File: src/rtl/pipe_hazard_ctrl.sv
// pipe_hazard_ctrl: RV32 5-stage hazard sequencer (load-use, redirect, memory wait) with cycle/instret counters.
// Optional HAZ_PERF_CNT_EN adds stall/flush event counters.  Rev 1.0
`default_nettype none

module pipe_hazard_ctrl #(
  parameter int LU_BUBBLES = 1,
  parameter int CNT_W      = 64
) (
  input  logic             clk,
  input  logic             reset,
  input  logic [4:0]       i_id_rs1,
  input  logic [4:0]       i_id_rs2,
  input  logic             i_id_use_rs1,
  input  logic             i_id_use_rs2,
  input  logic             i_exe_memread,
  input  logic [4:0]       i_exe_rd,
  input  logic             i_exe_redirect,
  input  logic             i_mem_req,
  input  logic             i_mem_ready,
  input  logic             i_wb_retire,
  output logic             o_pc_stall,
  output logic             o_ifid_stall,
  output logic             o_ifid_flush,
  output logic             o_idexe_flush,
  output logic             o_pipe_freeze,
  output logic             o_redirect_go,
  output logic [CNT_W-1:0] o_cycle_cnt,
  output logic [CNT_W-1:0] o_instret_cnt,
`ifdef HAZ_PERF_CNT_EN
  output logic [CNT_W-1:0] o_stall_cnt,
  output logic [CNT_W-1:0] o_flush_cnt,
`endif
  output logic [1:0]       o_state
);

  typedef enum logic [1:0] {
    RUN      = 2'd0,
    LU_STALL = 2'd1,
    MEM_WAIT = 2'd2,
    REPLAY   = 2'd3
  } state_t;

  localparam logic [1:0]       c_LU_INIT = 2'(LU_BUBBLES - 1);
  localparam logic [CNT_W-1:0] c_ONE     = CNT_W'(1);

  state_t           r_state, w_state_nxt;
  logic [1:0]       r_lu_cnt, w_lu_cnt_nxt;
  logic             r_pend_redir, w_pend_redir_nxt;
  logic [CNT_W-1:0] r_cycle_cnt, r_instret_cnt;

  logic w_lu_hit, w_mem_wait;
  logic w_freeze, w_stall, w_redir;

  assign w_lu_hit   = i_exe_memread && (i_exe_rd != 5'd0) &&
                      ((i_id_use_rs1 && (i_id_rs1 == i_exe_rd)) ||
                       (i_id_use_rs2 && (i_id_rs2 == i_exe_rd)));
  assign w_mem_wait = i_mem_req && !i_mem_ready;

  always_comb begin
    w_state_nxt      = r_state;
    w_lu_cnt_nxt     = r_lu_cnt;
    w_pend_redir_nxt = r_pend_redir;
    w_freeze         = 1'b0;
    w_stall          = 1'b0;
    w_redir          = 1'b0;
    case (r_state)
      RUN, LU_STALL: begin
        if (w_mem_wait) begin
          w_freeze         = 1'b1;
          w_pend_redir_nxt = i_exe_redirect;
          w_state_nxt      = MEM_WAIT;
        end else if (i_exe_redirect) begin
          w_redir      = 1'b1;
          w_lu_cnt_nxt = 2'd0;
          w_state_nxt  = RUN;
        end else if (r_state == LU_STALL) begin
          w_stall      = 1'b1;
          w_lu_cnt_nxt = r_lu_cnt - 2'd1;
          w_state_nxt  = (r_lu_cnt == 2'd1) ? RUN : LU_STALL;
        end else if (w_lu_hit) begin
          w_stall      = 1'b1;
          w_lu_cnt_nxt = c_LU_INIT;
          w_state_nxt  = (c_LU_INIT != 2'd0) ? LU_STALL : RUN;
        end
      end
      MEM_WAIT: begin
        // A suspended load-use sequence resumes once the wait clears
        if (w_mem_wait) begin
          w_freeze         = 1'b1;
          w_pend_redir_nxt = r_pend_redir | i_exe_redirect;
        end else if (r_pend_redir) begin
          w_state_nxt = REPLAY;
        end else if (r_lu_cnt != 2'd0) begin
          w_state_nxt = LU_STALL;
        end else begin
          w_state_nxt = RUN;
        end
      end
      REPLAY: begin
        w_redir          = 1'b1;
        w_pend_redir_nxt = 1'b0;
        w_lu_cnt_nxt     = 2'd0;
        w_state_nxt      = RUN;
      end
      default: w_state_nxt = RUN;
    endcase
  end

  always_ff @(posedge clk or posedge reset) begin
    if (reset) begin
      r_state       <= RUN;
      r_lu_cnt      <= 2'd0;
      r_pend_redir  <= 1'b0;
      r_cycle_cnt   <= '0;
      r_instret_cnt <= '0;
    end else begin
      r_state      <= w_state_nxt;
      r_lu_cnt     <= w_lu_cnt_nxt;
      r_pend_redir <= w_pend_redir_nxt;
      r_cycle_cnt  <= r_cycle_cnt + c_ONE;
      if (i_wb_retire && !w_freeze) begin
        r_instret_cnt <= r_instret_cnt + c_ONE;
      end
    end
  end

  assign o_pc_stall    = !reset && (w_freeze || w_stall);
  assign o_ifid_stall  = !reset && (w_freeze || w_stall);
  assign o_ifid_flush  = !reset && w_redir;
  assign o_idexe_flush = !reset && (w_redir || w_stall);
  assign o_pipe_freeze = !reset && w_freeze;
  assign o_redirect_go = !reset && w_redir;
  assign o_cycle_cnt   = r_cycle_cnt;
  assign o_instret_cnt = r_instret_cnt;
  assign o_state       = r_state;

`ifdef HAZ_PERF_CNT_EN
  logic [CNT_W-1:0] r_stall_cnt, r_flush_cnt;

  always_ff @(posedge clk or posedge reset) begin
    if (reset) begin
      r_stall_cnt <= '0;
      r_flush_cnt <= '0;
    end else begin
      if (w_freeze || w_stall) r_stall_cnt <= r_stall_cnt + c_ONE;
      if (w_redir)             r_flush_cnt <= r_flush_cnt + c_ONE;
    end
  end

  assign o_stall_cnt = r_stall_cnt;
  assign o_flush_cnt = r_flush_cnt;
`endif

endmodule

`default_nettype wire

File: config.mk
export PLATFORM = sky130hd
export DESIGN_NAME = pipe_hazard_ctrl
export DESIGN_NICKNAME = d
export VERILOG_FILES = /design/src/rtl/pipe_hazard_ctrl.sv
export SDC_FILE = /design/constraint.sdc
export NUM_CORES = 1
export LEC_CHECK = 0
export BUFFER_PORTS_ARGS = -buffer_cell sky130_fd_sc_hd__buf_2
export CORE_ASPECT_RATIO = 0.75
export CORE_MARGIN = 2
export CORE_UTILIZATION = 40
export DETAILED_ROUTE_END_ITERATION = 16
export GPL_ROUTABILITY_DRIVEN = 0
export GPL_TIMING_DRIVEN = 0
export PLACE_DENSITY = 0.63
export SYNTH_ARGS = -nofsm -noshare
export SYNTH_HDL_FRONTEND = slang
export SYNTH_SLANG_ARGS = --single-unit
File: constraint.sdc
create_clock -name clk -period 10.3 [get_ports clk]
set_input_delay 0.515 -clock clk [delete_from_list [all_inputs] [get_ports clk]]
set_output_delay 0.515 -clock clk [all_outputs]
set_load 0.02 [all_outputs]
Word-level counts from Yosys, hierarchy flattened
Cells that the tools add are included.
{"block": "word_totals", "inputBits": 24, "wordCells": 72, "out_inout_bits": 136, "register_bits": 133}
{"block": "op_classes", "muxes": 26, "n_eq_ne": 12, "bitwise_logic": 1, "n_addsub": 3, "n_reduce_logical": 25}
{"operator": "adder 64 x 1 -> 64 bit, second input constant", "count": 2}
{"operator": "two-way mux 2 bit", "count": 9}
{"operator": "two-way mux 1 bit", "count": 13}
{"operator": "equality test 5 bit", "count": 2}
{"operator": "logical AND 1 bit", "count": 10}
{"operator": "inequality test 2 bit, second input constant", "count": 4}
{"operator": "one-hot mux 2 bit (3 select lines)", "count": 1}
{"operator": "inequality test 5 bit, second input constant", "count": 1}
{"operator": "nonzero test 5 bit", "count": 1}
{"operator": "equality test 2 x 1 -> 1 bit, second input constant", "count": 2}
{"operator": "equality test 2 bit, second input constant", "count": 2}
{"operator": "inequality test 4 bit, second input constant", "count": 1}
{"operator": "one-hot mux 2 bit (2 select lines)", "count": 1}
{"operator": "AND reduction 2 bit", "count": 2}
{"operator": "nonzero test 2 bit", "count": 2}
{"operator": "logical NOT 1 bit", "count": 3}
{"operator": "logical OR 1 bit", "count": 3}
{"operator": "one-hot mux 1 bit (3 select lines)", "count": 1}
{"operator": "AND reduction 3 bit", "count": 1}
{"operator": "OR reduction 3 bit", "count": 1}
{"operator": "logical NOT 2 bit", "count": 1}
{"operator": "one-hot mux 1 bit (2 select lines)", "count": 1}
{"operator": "OR reduction 2 bit", "count": 1}
{"operator": "subtractor 2 x 1 -> 2 bit, second input constant", "count": 1}
{"operator": "bitwise OR 1 bit", "count": 1}

Depth between registers and ports, before layout
{"block": "logic_depth", "word_depth": 11, "depth_mapped": 7, "depth_no_buf": 7}

Worst setup path after synthesis
OpenSTA, ideal clock, no wires.
{"block": "synth_timing", "path_kind": "input-to-output", "startpoint": "input port i_exe_rd[3]", "endpoint": "output port o_idexe_flush", "arrival_ns": 2.330, "path_stages": 5, "slack_ns": 7.455, "path_buffers": 0, "required_time_ns": 9.785, "cell_sequence": "xor2_1 nor4_1 a32oi_1 nand2b_1 a2111oi_0"}
{"block": "synth_between", "elab_chain_cells": 11, "elab_cells_between_ends": 15, "cone_classes": "eq/ne (2); mux (5); reduce/logical (8)"}
{"item": "start, declared", "line": "16", "source": "input logic [4:0] i_exe_rd,"}
{"item": "equality test 5 bit, on equally long branches", "line": "55, 56"}
{"item": "logical AND 1 bit, on equally long branches", "line": "55, 56"}
{"item": "logical OR 1 bit", "line": "55", "source": "((i_id_use_rs1 && (i_id_rs1 == i_exe_rd)) ||"}
{"item": "logical AND 1 bit (*)", "line": "54", "source": "assign w_lu_hit = i_exe_memread && (i_exe_rd != 5'd0) &&"}
{"item": "two-way mux 1 bit (*)", "line": "80", "source": "end else if (w_lu_hit) begin"}
{"item": "two-way mux 1 bit (*)", "line": "76", "source": "end else if (r_state == LU_STALL) begin"}
{"item": "two-way mux 1 bit (*)", "line": "72", "source": "end else if (i_exe_redirect) begin"}
{"item": "two-way mux 1 bit (*)", "line": "68", "source": "if (w_mem_wait) begin"}
{"item": "two-way mux 1 bit (*)", "line": "66", "source": "case (r_state)"}
{"item": "logical OR 1 bit (*)", "line": "130", "source": "assign o_idexe_flush = !reset && (w_redir || w_stall);"}
{"item": "logical AND 1 bit (*)", "line": "130"}
{"item": "end, declared", "line": "24", "source": "output logic o_idexe_flush,"}
Every way passes the cells marked *; elsewhere a longest branch is shown, timed or not.

Final worst setup path
{"block": "layout_timing", "startpoint": "register r_instret_cnt[0], in the netlist o_instret_cnt[0]", "endpoint": "register r_instret_cnt[48], in the netlist o_instret_cnt[48]"}
{"block": "layout_between", "elab_chain_cells": 1}
{"item": "start, declared", "line": "49", "source": "logic [CNT_W-1:0] r_cycle_cnt, r_instret_cnt;"}
{"item": "start signal, assigned", "line": "122", "source": "r_instret_cnt <= r_instret_cnt + c_ONE;"}
{"item": "adder 64 x 1 -> 64 bit", "line": "122"}
No other way between the ends.
A chain may end at the register's enable or synchronous reset.

==> metrics.yaml <==
synth_cells: 610
worstMarginPinSlew_ns: 1.07
start_util_pct: 41.1
placed_area_um2: 7380
grt_pass1_wl_mm: 25.1
die_area_um2: 16800
rsz0062_at_grt: "no"
status: "finished, final reports clean"
critPathArrivalTime_ns: 3.23
synth_nets: 638
viasPerCell: 5.03
place_hpwl_mm: 11.0
crit-reg2reg-launch: "o_instret_cnt[0]"
die_y_um: 113
area_growth_pct: 26.6
power_mw: 1.30
dpl.cell_count: 975
cts_resized: 0
clk_pin_slew_ns: 0.06
synthArstFlopShare_pct: 100
postCtsHoldBufs: 0
die_w_um: 149
final_cell_count_no_fill: 1006
stdcell_area_um2: 7970
synth_warnings: 0
maxSlewHeadroom_pct: 28.2
crit_start: "o_instret_cnt[0]"
synth-main-ff-cell: "dfrtp_1"
post_route_cells_drive_above_1_share_pct: 25.6
path_max_fanout: 10
clock_latency_ns: 0.41
fin_crit_ns: 2.89
cp-start-kind: "flip-flop"
wl_mm: 15.1
num-nets-final: 817
wl_per_cell_um: 15.0
timing.final.hold_violations: 0
cp.required_ns: 10.64
ant_nets: 0
cts_buffers: 17
drt_pass1_iterations: 4
pre_cts_ws_ns: 7.18
r2r-end: "o_instret_cnt[48]"
grt_pass1_vias: 4913
synth-seq-cells: 133
vdd_drop_max_mv: 0.124
final_max_slew_viol_count: 0
setup-tns-final_ns: 0
netlist_area_um2: 6300
final_util_pct: 52.0
r2r_cells: 7
yosysUniqueCellTypes: 42
port_buffers: 159
cts_tree: "yes"
row_count: 39
clockBufferDepth: 2
cp-end-kind: "flip-flop"
drt_iter0_markers: 245
drcViolationCount: 0
grtUsageTotal_pct: 18.9
critPathKind: "flip-flop to flip-flop"
core_area_um2: 15300
htreeDepth: 4
grt_overflow: 0
grt_max_degree: 70
io_pins: 160
fin_hold_ws_ns: 0.193
maxCapViolCount: 0
period_share_pct: 28.1
setup_violations: 0
max_freq_mhz: 346
postCtsSetupBuffers: 0
power.leakage_nw: 4.06
holdCritPathClass: "primary input to asynchronous set/reset pin"
via_count: 5059
insertedDiodeCount: 0
endpoint: "o_instret_cnt[48]"
syn_area_per_cell_um2: 10.3
r2r_slack_ns: 7.41
antenna_found_initial: 0
layout_setup_ws_ns: 7.41
clock_skew_ns: 0.00883
synth-seq-area-share_pct: 52.9
cts_sinks: 133
clock-root-buffer: "clkbuf_16"
power_density_nw_per_um2: 164
synth_edf_count: 0
## flip-flops by register name, indices dropped and copies added, names as in the netlist
signal / count
o_cycle_cnt: 64
o_instret_cnt: 64
r_lu_cnt: 2
r_pend_redir: 1
o_state: 2
## cells in the final DEF (no fill, tap or decap), types with 8 or more instances in the layout
cell / synthesis / routed
nand4_1: 40 / 40
xor2_1: 71 / 71
and3_1: 8 / 8
buf_2: 2 / 161
clkbuf_16: 0 / 17
nand3_1: 41 / 41
nor3_1: 42 / 42
nor2_1: 51 / 51
xnor2_1: 64 / 64
dfrtp_1: 133 / 133
inv_1: 26 / 25
nor4_1: 13 / 13
nand2_1: 55 / 55
## cells in the mapped netlist (all sizes together) (2+ instances only)
| cell | number | area (um2) |
|---|---|---|
| or3 | 3 | 23.8 |
| xor2 | 71 | 622 |
| and3 | 8 | 50.1 |
| nor3 | 43 | 220 |
| dfrtp | 133 | 3330 |
| or4 | 2 | 18.8 |
| nand3b | 2 | 15.0 |
| nand2b | 4 | 25.0 |
| o21ai | 3 | 15.0 |
| ha | 4 | 50.1 |
| and4 | 6 | 52.6 |
| and2 | 7 | 43.8 |
| a21oi | 6 | 30.0 |
| nor2 | 51 | 191 |
| nand2 | 55 | 206 |
| inv | 26 | 97.6 |
| clkbuf | 6 | 22.5 |
| nor4 | 15 | 115 |
| nand4 | 40 | 250 |
| nor2b | 3 | 18.8 |
| nand3 | 41 | 205 |
| a211oi | 2 | 15.0 |
| buf | 5 | 36.3 |
| xnor2 | 64 | 561 |
## cells by family (layout without fill, tap and decap cells)
kind of cell | after synthesis | count (layout) | share of synthesized area (%)
compound gates | 18 | 18 | 1.87
xor+xnor | 135 | 135 | 18.8
fa+ha+maj | 4 | 4 | 0.795
buf+inv | 37 | 228 | 2.48
flops | 133 | 133 | 52.9
mux | 1 | 1 | 0.179
simple gates | 282 | 282 | 23.0
## how the worst min path moves through the flow
stage	endpoint	from	slack (ns)
global placement	o_instret_cnt[63]	o_instret_cnt[63]	0.45
CTS	r_lu_cnt[1]	reset	0.23
floorplan	o_state[1]	r_pend_redir	0.52
detailed placement	o_instret_cnt[63]	o_instret_cnt[63]	0.45
finish	r_lu_cnt[1]	reset	0.19
global route	r_lu_cnt[0]	reset	0.25
## worst max-delay path: stages (launching register included)
cell and delay (ns):
dfrtp_1 0.42, ha_1 0.20, nand4_1 0.11, a21oi_1 0.58, nand4_1 0.60, clkbuf_1 0.43, nor3_1 0.31, xor2_1 0.18
## routing by layer
| layer | share of wire (%) | wire (um) | up-vias | track usage [%] |
|---|---|---|---|---|
| met1 | 50 | 7500 | 2459 | 27.9 |
| met4 | 0.88 | 132 | 0 | 5.84 |
| met3 | 5.2 | 781 | 12 | 4.96 |
| met5 | 0 | 0 | - | 0 |
| li1 | - | - | 2455 | - |
| met2 | 44 | 6670 | 133 | 27.1 |
## power breakdown
group	switching [mW]	internal [mW]	leakage [nW]	total [mW]
registers	0.0238	0.543	1.77	0.567
clock network	0.230	0.375	0.289	0.605
logic	0.0811	0.0513	2.00	0.132
## area by class of cell
class,count,area (um2)
Fill cell,1405,7350
Sequential cell,133,3330
Multi-Input combinational cell,440,2810
Timing Repair Buffer,160,823
Clock buffer,20,467
Tap cell,205,256
Clock inverter,11,125
Inverter,26,103
Buffer,11,58.8
Note: power is estimated with default switching activity, not from simulation.
